<file path="config.mk">
export PLATFORM = sky130hd
export DESIGN_NAME = rf_wport_arbiter
export DESIGN_NICKNAME = d
export VERILOG_FILES = /design/src/rtl/rf_wb_pkg.sv /design/src/rtl/rr_arbiter.sv /design/src/rtl/rf_wport_arbiter.sv
export SDC_FILE = /design/constraint.sdc
export NUM_CORES = 1
export LEC_CHECK = 0
export ABC_AREA = 0
export BUFFER_PORTS_ARGS = -buffer_cell sky130_fd_sc_hd__buf_4
export CORE_AREA = 2 2 69 119
export DETAILED_ROUTE_END_ITERATION = 10
export DIE_AREA = 0 0 71 121
export PLACE_DENSITY = 0.76
export SYNTH_ARGS = -nofsm -noshare
export SYNTH_HDL_FRONTEND = slang
export SYNTH_HIERARCHICAL = 1
export SYNTH_SLANG_ARGS = --single-unit
export TNS_END_PERCENT = 30
</file>
<file path="constraint.sdc">
create_clock -name clk -period 3.24 [get_ports clk]
set_input_delay 0.648 -clock clk [delete_from_list [all_inputs] [get_ports clk]]
set_output_delay 0.648 -clock clk [all_outputs]
set_load 0.03 [all_outputs]
</file>
<file path="src/rtl/rf_wb_pkg.sv">
// Shared definitions for the register-file write-port arbiter.
//   WB_NREQ  : default number of writeback requesters (0 = pipeline WB stage)
//   WB_AW    : default register address width
//   WB_DW    : default write data width
//   RF_BYTES : byte-enable mask width (one bit per data byte)
//   wb_req_t : one requester's write payload {waddr, wbytes, wdata}
package rf_wb_pkg;

  localparam int WB_NREQ  = 3;
  localparam int WB_AW    = 5;
  localparam int WB_DW    = 32;
  localparam int RF_BYTES = WB_DW / 8;

  typedef struct packed {
    logic [WB_AW-1:0]    waddr;
    logic [RF_BYTES-1:0] wbytes;
    logic [WB_DW-1:0]    wdata;
  } wb_req_t;

endpackage

</file>
<file path="src/rtl/rr_arbiter.sv">
// Purely combinational round-robin grant.
//   req     : request vector, one bit per requester
//   last    : index of the most recent grant; search starts at last+1
//   gnt     : one-hot grant (all-zero when nothing requests)
//   gnt_idx : binary index of the granted requester (0 when nothing requests)
module rr_arbiter #(
  parameter int N  = 3,
  parameter int IW = (N > 1) ? $clog2(N) : 1
) (
  input  logic [N-1:0]  req,
  input  logic [IW-1:0] last,
  output logic [N-1:0]  gnt,
  output logic [IW-1:0] gnt_idx
);

  int   w_idx;
  logic w_found;

  // Walk last+1, last+2, ... last+N (wrapping), so the previous winner is
  // considered last and every requester is reached within N grants.
  always_comb begin
    gnt     = '0;
    gnt_idx = '0;
    w_found = 1'b0;
    w_idx   = 0;
    for (int k = 1; k <= N; k++) begin
      w_idx = (int'(last) + k) % N;
      if (!w_found && req[w_idx]) begin
        w_found      = 1'b1;
        gnt[w_idx]   = 1'b1;
        gnt_idx      = IW'(w_idx);
      end
    end
  end

endmodule

</file>
<file path="src/rtl/rf_wport_arbiter.sv">
// Shares the register file's single write port between the pipeline WB
// stage (requester 0), the divider and the load-return path.
//   clk, reset               : clock; synchronous active-high reset
//   req_valid / req_ready    : per-requester handshake
//   req_waddr/wbytes/wdata   : per-requester payload, packed by index
//   rf_wen/waddr/wbytes/wdata: registered write into the regfile
//   grant_id                 : requester that produced the current rf_* write
//
// Handshake: a requester raises req_valid with a stable payload and holds it
// until it sees req_ready high in the same cycle; that cycle is the accept.
// req_ready is one-hot or zero, combinational from req_valid and the
// round-robin pointer only (the regfile never stalls), and is forced to zero
// while reset is high so nothing is consumed during reset.
module rf_wport_arbiter
  import rf_wb_pkg::*;
#(
  parameter int NREQ = WB_NREQ,
  parameter int AW   = WB_AW,
  parameter int DW   = WB_DW,
  parameter int IW   = (NREQ > 1) ? $clog2(NREQ) : 1
) (
  input  logic                     clk,
  input  logic                     reset,
  input  logic [NREQ-1:0]          req_valid,
  output logic [NREQ-1:0]          req_ready,
  input  logic [NREQ*AW-1:0]       req_waddr,
  input  logic [NREQ*RF_BYTES-1:0] req_wbytes,
  input  logic [NREQ*DW-1:0]       req_wdata,
  output logic                     rf_wen,
  output logic [AW-1:0]            rf_waddr,
  output logic [RF_BYTES-1:0]      rf_wbytes,
  output logic [DW-1:0]            rf_wdata,
  output logic [IW-1:0]            grant_id
);

  logic [NREQ-1:0]     w_req_gated;
  logic [NREQ-1:0]     w_gnt;
  logic [IW-1:0]       w_gnt_idx;
  wb_req_t             w_req [NREQ];
  wb_req_t             w_sel;
  logic                w_accept;
  logic                w_write;

  logic [IW-1:0]       r_last;
  logic                r_wen;
  logic [AW-1:0]       r_waddr;
  logic [RF_BYTES-1:0] r_wbytes;
  logic [DW-1:0]       r_wdata;
  logic [IW-1:0]       r_grant_id;

  for (genvar g = 0; g < NREQ; g++) begin : g_unpack
    assign w_req[g] = {req_waddr[g*AW +: AW],
                       req_wbytes[g*RF_BYTES +: RF_BYTES],
                       req_wdata[g*DW +: DW]};
  end

  // Masking the requests (rather than the grant) keeps the pointer from
  // moving on a cycle whose accept is being discarded by reset.
  assign w_req_gated = reset ? '0 : req_valid;

  rr_arbiter #(
    .N  (NREQ),
    .IW (IW)
  ) u_rr (
    .req     (w_req_gated),
    .last    (r_last),
    .gnt     (w_gnt),
    .gnt_idx (w_gnt_idx)
  );

  assign req_ready = w_gnt;
  assign w_accept  = |w_gnt;
  assign w_sel     = w_req[w_gnt_idx];

  // Writes to r0 or with an empty byte mask are consumed but never reach
  // the regfile.
  assign w_write = w_accept && (w_sel.waddr != '0) && (w_sel.wbytes != '0);

  always_ff @(posedge clk) begin
    if (reset) begin
      r_last     <= IW'(NREQ - 1);
      r_wen      <= 1'b0;
      r_waddr    <= '0;
      r_wbytes   <= '0;
      r_wdata    <= '0;
      r_grant_id <= '0;
    end else begin
      r_wen <= w_write;
      if (w_accept) begin
        r_last     <= w_gnt_idx;
        r_grant_id <= w_gnt_idx;
      end
      // Payload only moves with a real write, so the last written address
      // and data remain visible across idle and dropped cycles.
      if (w_write) begin
        r_waddr  <= w_sel.waddr;
        r_wbytes <= w_sel.wbytes;
        r_wdata  <= w_sel.wdata;
      end
    end
  end

  assign rf_wen    = r_wen;
  assign rf_waddr  = r_waddr;
  assign rf_wbytes = r_wbytes;
  assign rf_wdata  = r_wdata;
  assign grant_id  = r_grant_id;

endmodule
</file>
# Word level (Yosys, flattened, before mapping)

Cells that the tools add are included.

Register bits after elaboration: 46
Input bits: 128
Output and inout port bits: 47
Logic and storage cells: 61

Add/subtract/negate cells: 3
Div/mod/pow operators: 3
Magnitude comparators: 7
Mux-type cells: 27
Bitwise gates (word level): 3
Reduce and logical (&&, ||, !) cells: 12

Operators by type and width:

| operator                | number |
|---|---|
| $ge A32 B1 Y1 const B   | 3 |
| $lt A32 B4 Y1 const B   | 3 |
| $mod A32 B3 Y32 const B | 3 |
| $bmux W41 S2            | 1 |
| $mux W41                | 2 |
| $mux W3                 | 4 |
| $mux W1                 | 11 |
| $logic_and A1 B1 Y1     | 7 |
| $add A2 B2 Y3 const B   | 2 |
| $bmux W1 S2             | 3 |
| $demux W1 S2            | 3 |
| $mux W2                 | 3 |
| $or A3 B3 Y3            | 2 |
| $reduce_bool A5 Y1      | 1 |
| $reduce_bool A4 Y1      | 1 |
| $add A2 B1 Y3 const B   | 1 |
| $ge A3 B3 Y1 const B    | 1 |
| $not A2 Y3              | 1 |
| $reduce_or A3 Y1        | 1 |
| $logic_not A1 Y1        | 2 |

# Depth between registers and ports, before layout

Word-level depth: 19
Mapped depth: 15
Depth with buffers taken out: 11

# Hierarchy

Netlist, hierarchy kept.

By module, submodules not included:

| module           | instances | cells each | area an instance (µm²) | sequential area each (µm²) |
|---|---|---|---|---|
| rf_wport_arbiter | 1         | 328        | 2,711.4                | 900.9 |
| rr_arbiter       | 1         | 35         | 259.0                  | 0.0 |

# Least setup slack after synthesis

Ideal clock, no wire load.

Path kind: input to register
Start: input port reset
End: register r_waddr[3], in the netlist rf_waddr[3]
Library setup time: 116 ps
Data arrival time: 3,456 ps
Data required time: 3,124 ps
Slack: -332 ps
Stages: 12
Path buffers: 3
Cells stage by stage: clkbuf_1 > nor2b_1 > a22oi_1 > o221ai_2 > o31ai_1 > nor3_1 > inv_1 > o41ai_4 > a41o_1 > buf_6 > buf_12 > a31o_1

Elaborated cells on any way between the ends: 33
Those cells by class: 21 x mux; 3 x bitwise; 9 x reduce/logical

RTL lines:

| element                                     | RTL line               | RTL |
|---|---|---|
| from (decl)                                 | rf_wport_arbiter.sv:23 | `input logic reset,` |
| $mux W3 (*)                                 | rf_wport_arbiter.sv:59 | `assign w_req_gated = reset ? '0 : req_valid;` |
| named net w_req_gated[1]                    | rf_wport_arbiter.sv:36 | `logic [NREQ-1:0] w_req_gated;` |
| $bmux W1 S2                                 | rr_arbiter.sv:28       | `if (!w_found && req[w_idx]) begin` |
| $mux W1 (implied by the code) (2 in series) | rr_arbiter.sv:28       |  |
| $mux W1                                     | rr_arbiter.sv:28       |  |
| $logic_not A1 Y1                            | rr_arbiter.sv:28       |  |
| $logic_and A1 B1 Y1                         | rr_arbiter.sv:28       |  |
| $mux W1                                     | rr_arbiter.sv:28       |  |
| $logic_not A1 Y1                            | rr_arbiter.sv:28       |  |
| $logic_and A1 B1 Y1                         | rr_arbiter.sv:28       |  |
| $mux W3 (*)                                 | rr_arbiter.sv:28       |  |
| named net req_ready[2]                      | rf_wport_arbiter.sv:25 | `output logic [NREQ-1:0] req_ready,` |
| $reduce_or A3 Y1 (*)                        | rf_wport_arbiter.sv:72 | `assign w_accept = \|w_gnt;` |
| $logic_and A1 B1 Y1 (*) (2 in series)       | rf_wport_arbiter.sv:77 | `assign w_write = w_accept && (w_sel.waddr != '0) && (w_sel.wbytes != '0);` |
| to (signal assigned)                        | rf_wport_arbiter.sv:96 | `r_waddr <= w_sel.waddr;` |
| to (decl)                                   | rf_wport_arbiter.sv:46 | `logic [AW-1:0] r_waddr;` |

Mark *: on every way through the listed nets, which the timed path passes. The rest lies on a longest branch. The select of a mux whose other input is x is not followed.
A chain may end at the register's enable or synchronous reset.

# Worst setup path after layout

Start: register r_last[0]
End: register r_wdata[31], in the netlist rf_wdata[31]

Cells in the longest elaborated chain, start to end: 19
Elaborated cells on any way between the ends: 53
Those cells by class: 3 x add/sub; 3 x div; 6 x order compare; 26 x mux; 3 x bitwise; 12 x reduce/logical

RTL lines:

| element                                          | RTL line               | RTL |
|---|---|---|
| from (decl)                                      | rf_wport_arbiter.sv:44 | `logic [IW-1:0] r_last;` |
| from (signal assigned)                           | rf_wport_arbiter.sv:81 | `r_last <= IW'(NREQ - 1);` |
| from (signal assigned)                           | rf_wport_arbiter.sv:90 | `r_last <= w_gnt_idx;` |
| $add A2 B1 Y3                                    | rr_arbiter.sv:27       | `w_idx = (int'(last) + k) % N;` |
| $mod A32 B3 Y32                                  | rr_arbiter.sv:27       |  |
| $bmux W1 S2                                      | rr_arbiter.sv:28       |  |
| $mux W1 (implied by the code) (2 in series)      | rr_arbiter.sv:28       |  |
| $mux W1                                          | rr_arbiter.sv:28       |  |
| $logic_not A1 Y1                                 | rr_arbiter.sv:28       |  |
| $logic_and A1 B1 Y1                              | rr_arbiter.sv:28       |  |
| $mux W1                                          | rr_arbiter.sv:28       |  |
| $logic_not A1 Y1                                 | rr_arbiter.sv:28       |  |
| $logic_and A1 B1 Y1                              | rr_arbiter.sv:28       |  |
| $mux W2 (*)                                      | rr_arbiter.sv:28       |  |
| named net w_gnt_idx[0]                           | rf_wport_arbiter.sv:38 | `logic [IW-1:0] w_gnt_idx;` |
| $not A2 Y3 (implied by the code) (*)             | rf_wport_arbiter.sv:73 | `assign w_sel = w_req[w_gnt_idx];` |
| $bmux W41 S2 (*)                                 | rf_wport_arbiter.sv:73 |  |
| $mux W41 (implied by the code) (*) (2 in series) | rf_wport_arbiter.sv:73 |  |
| $reduce_bool A5 Y1                               | rf_wport_arbiter.sv:77 |  |
| $logic_and A1 B1 Y1 (2 in series)                | rf_wport_arbiter.sv:77 |  |
| to (signal assigned)                             | rf_wport_arbiter.sv:98 | `r_wdata <= w_sel.wdata;` |
| to (decl)                                        | rf_wport_arbiter.sv:48 | `logic [DW-1:0] r_wdata;` |

Marks and branches as above.

==> metrics.cfg <==
[placement]
gp_congestion=1.014
dp_hpwl_um=7329
io_buffers=174

[clock_tree]
postCtsHoldBufs=0
clock_path_buffers=2
clock_latency_ns=0.28
htree_num_levels=2
numCtsBuffers=5
cts-root-buf=clkbuf_16
cts_tree=built
cts.clk_slew.worst_paths_ns=0.06
cts.sinks=45

[worst_setup_path]
path_class=register to register
crit_path_top_delay_cell=o41ai_4
critPathBufInv=2
crit_family=compound AO/OA/AOI/OAI gates
crit_path_end_kind=register
critPathLaunchType=register
path_max_fanout=10
critPathRequiredTime_ns=3.41
crit_path_max_incr_delay_ns=0.45
crit_chain=buf_4, ha_1, nand2b_1, a21boi_4, o221ai_4, o22ai_4, buf_12, mux2i_1, o2bb2ai_1, o41ai_4, a41o_4, mux2_2
arrival_ns=3.35

[yosys]
synth.distinct_cells=33
yosysWarnings=6
synthCells=363
syn_nets=495
ys_seq_area_share_pct=30.33
ys_async_sr_fraction_pct=0
synth-main-ff-cell=dfxtp_1
synth_edf_count=0
syn_area_um2=2970
synth_seq_cells=45
syn_area_per_cell_um2=8.183

[global_routing]
grt_overflow_total=0
track_usage_pct=21.45
grt_pass1_vias=3293
grt_max_degree=43
antenna_found_initial=0
grt_pass1_wl_um=14700

[power_and_ir_drop]
p_sw_mw=2.038
power.share.clock_pct=12.7
p_comb_share_pct=65.9
p_int_mw=2.578
p_leak_nw=2.317
p_per_area_nw_per_um2=957.7
share_seq_of_total_power_pct=21.4
vdd_drop_max_mv=0.4885
power_mw=4.617
switching_share_pct=44.15

[route]
drc=0
dr.first_iter.drc_count=125
wl_um=9435
ant_nets=0
via_per_inst=5.089
vias=3272
first_pass_iters=4
wl_per_cell_um=14.67

[hold_path]
hold_path_class=register to register

[floorplanning]
die-height_um=121
num_rows=42
die_w_um=71
coreArea_um2=7620
design.die.area_um2=8591
ioPinCount=175
initial_utilization_pct=38.98

[cells_and_area]
syn_to_final_growth_pct=62.30
nFillCells=661
nNetsFinal=686
drive_above_1_share_pct=43.60
seq_area_um2=900.9
multi_input_area_um2=1968
antenna_cells=0

[timing]
fin_skew_ns=0.004865
drv_slew=0
max-slew-margin-rel_pct=63.41
rsz0062_at_grt=yes
tightest_slew_ns=0.5480
hold_ws_ns=0.4611
min_period_over_period_pct=98.18
hold_violations=0
finalSetupViolCount=0
period_needed_ns=3.181
max_freq_mhz=314.4

[run]
drv_cap=0

[outcome]
outcome=completed

==> path summary, 6_finish.rpt <==
| check | end | slack, ns | cells after the start | startpoint |
|---|---|---|---|---|
| worst max-delay path | rf_wdata[31]$_SDFFE_PP0P_ | 0.06 | 12 | r_last[0]$_SDFFE_PP0P_ |
| worst min-delay path | rf_wdata[24]$_SDFFE_PP0P_ | 0.46 | 2 | rf_wdata[24]$_SDFFE_PP0P_ |
| worst max register to register | rf_wdata[31]$_SDFFE_PP0P_ | 0.06 | 12 | r_last[0]$_SDFFE_PP0P_ |
| worst min register to register | rf_wdata[24]$_SDFFE_PP0P_ | 0.46 | 2 | rf_wdata[24]$_SDFFE_PP0P_ |
==> sequential cells by signal, indices dropped and copies added, names as in the netlist <==
name / flops
rf_wdata: 32
r_last: 2
rf_wbytes: 4
grant_id: 1
rf_waddr: 5
rf_wen: 1
==> power groups by stage <==
stage	sequential (mW)	clock, mW	combinational, mW
after detailed placement	0.997	0	2.88
after CTS	0.990	0.598	2.91
after global placement	0.985	0	2.83
after floorplan	1.53	0	1.37
final	0.988	0.585	3.04
after global routing	1.02	0.616	3.25
==> cells in the mapped netlist (2+ instances only) <==
cell type | number | area [µm²]
nor2b_1 | 8 | 50.05
buf_6 | 2 | 22.52
dfxtp_1 | 45 | 900.9
clkbuf_1 | 16 | 60.06
nand2_1 | 102 | 382.9
o31ai_1 | 2 | 15.01
buf_12 | 2 | 40.04
inv_1 | 9 | 33.78
o2bb2ai_1 | 7 | 61.31
nor3_1 | 4 | 20.02
buf_4 | 3 | 22.52
o21ai_0 | 32 | 160.2
mux2i_1 | 80 | 800.8
nor2_1 | 12 | 45.04
buf_2 | 3 | 15.01
a21oi_1 | 9 | 45.04
o22ai_1 | 3 | 18.77
a31o_2 | 2 | 17.52
ha_1 | 4 | 50.05
mux2_2 | 5 | 56.30
==> timing repair <==
action	CTS	global route
resized for setup	1	9
buffers inserted	0	2
gates cloned	0	2
pin swaps	0	2
setup endpoints to repair	27	40
==> cells by family (layout without fill, tap and decap cells) <==
| kind of cell | after synthesis | after routing | share of synthesized area [%] |
|---|---|---|---|
| AOI/OAI and AO/OA | 64 | 65 | 14.41 |
| and+or+nand+nor | 129 | 129 | 17.69 |
| adders and majority gates | 4 | 4 | 1.685 |
| muxes | 85 | 85 | 28.85 |
| DFF | 45 | 45 | 30.33 |
| buffers and inverters | 36 | 227 | 7.034 |
==> cell type report <==
type / instances / share of cell area (%)
clock buffer: 7 / 2.959
clock inverter: 1 / 0.6229
inverter: 9 / 0.7008
multi-input combinational: 283 / 40.83
sequential: 45 / 18.69
tap: 88 / 2.284
timing repair buffer: 210 / 33.92
==> cells in the final DEF, fill, tap and decap left out, types with 4 or more instances in the layout <==
cell type | netlist | layout
dfxtp_1 | 45 | 45
ha_1 | 4 | 4
nand2_1 | 102 | 102
mux2_2 | 5 | 5
a21oi_1 | 9 | 8
o2bb2ai_1 | 7 | 5
buf_4 | 3 | 205
nor2_1 | 12 | 12
clkbuf_16 | 0 | 6
mux2i_1 | 80 | 79
inv_1 | 9 | 8
nor2b_1 | 8 | 8
o21ai_0 | 32 | 32
==> per-stage QoR <==
step / setup slack [ns] / cell area, µm² / instances / utilization [%] / setup TNS, ns
floorplan: 0.06825 / 2987 / 363 / - / 0
global placement: 0.05563 / 4536 / 631 / 59.52 / 0
detailed placement: -0.08460 / 4536 / 631 / 59.52 / -1.595
CTS: 0.002695 / 4718 / 639 / 61.92 / 0
global route: -0.05294 / 4821 / 643 / 63.27 / -1.093
finish: 0.05884 / 4821 / 643 / 63.27 / 0
==> worst min-delay path: stages, from the launching register on <==
cell	delay (ns)
dfxtp_1	0.31
nand2_1	0.05
mux2i_1	0.05
==> metal layers <==
metal  GRT usage [%]  part of all wire, %  up-vias
met5               0                    0        -
met4           10.26                  3.1        0
met3           4.319                  6.2       23
met2           41.41                   55      121
met1           21.05                   35     1497
li1                -                    -     1631
(Power assumes the default switching activity.)
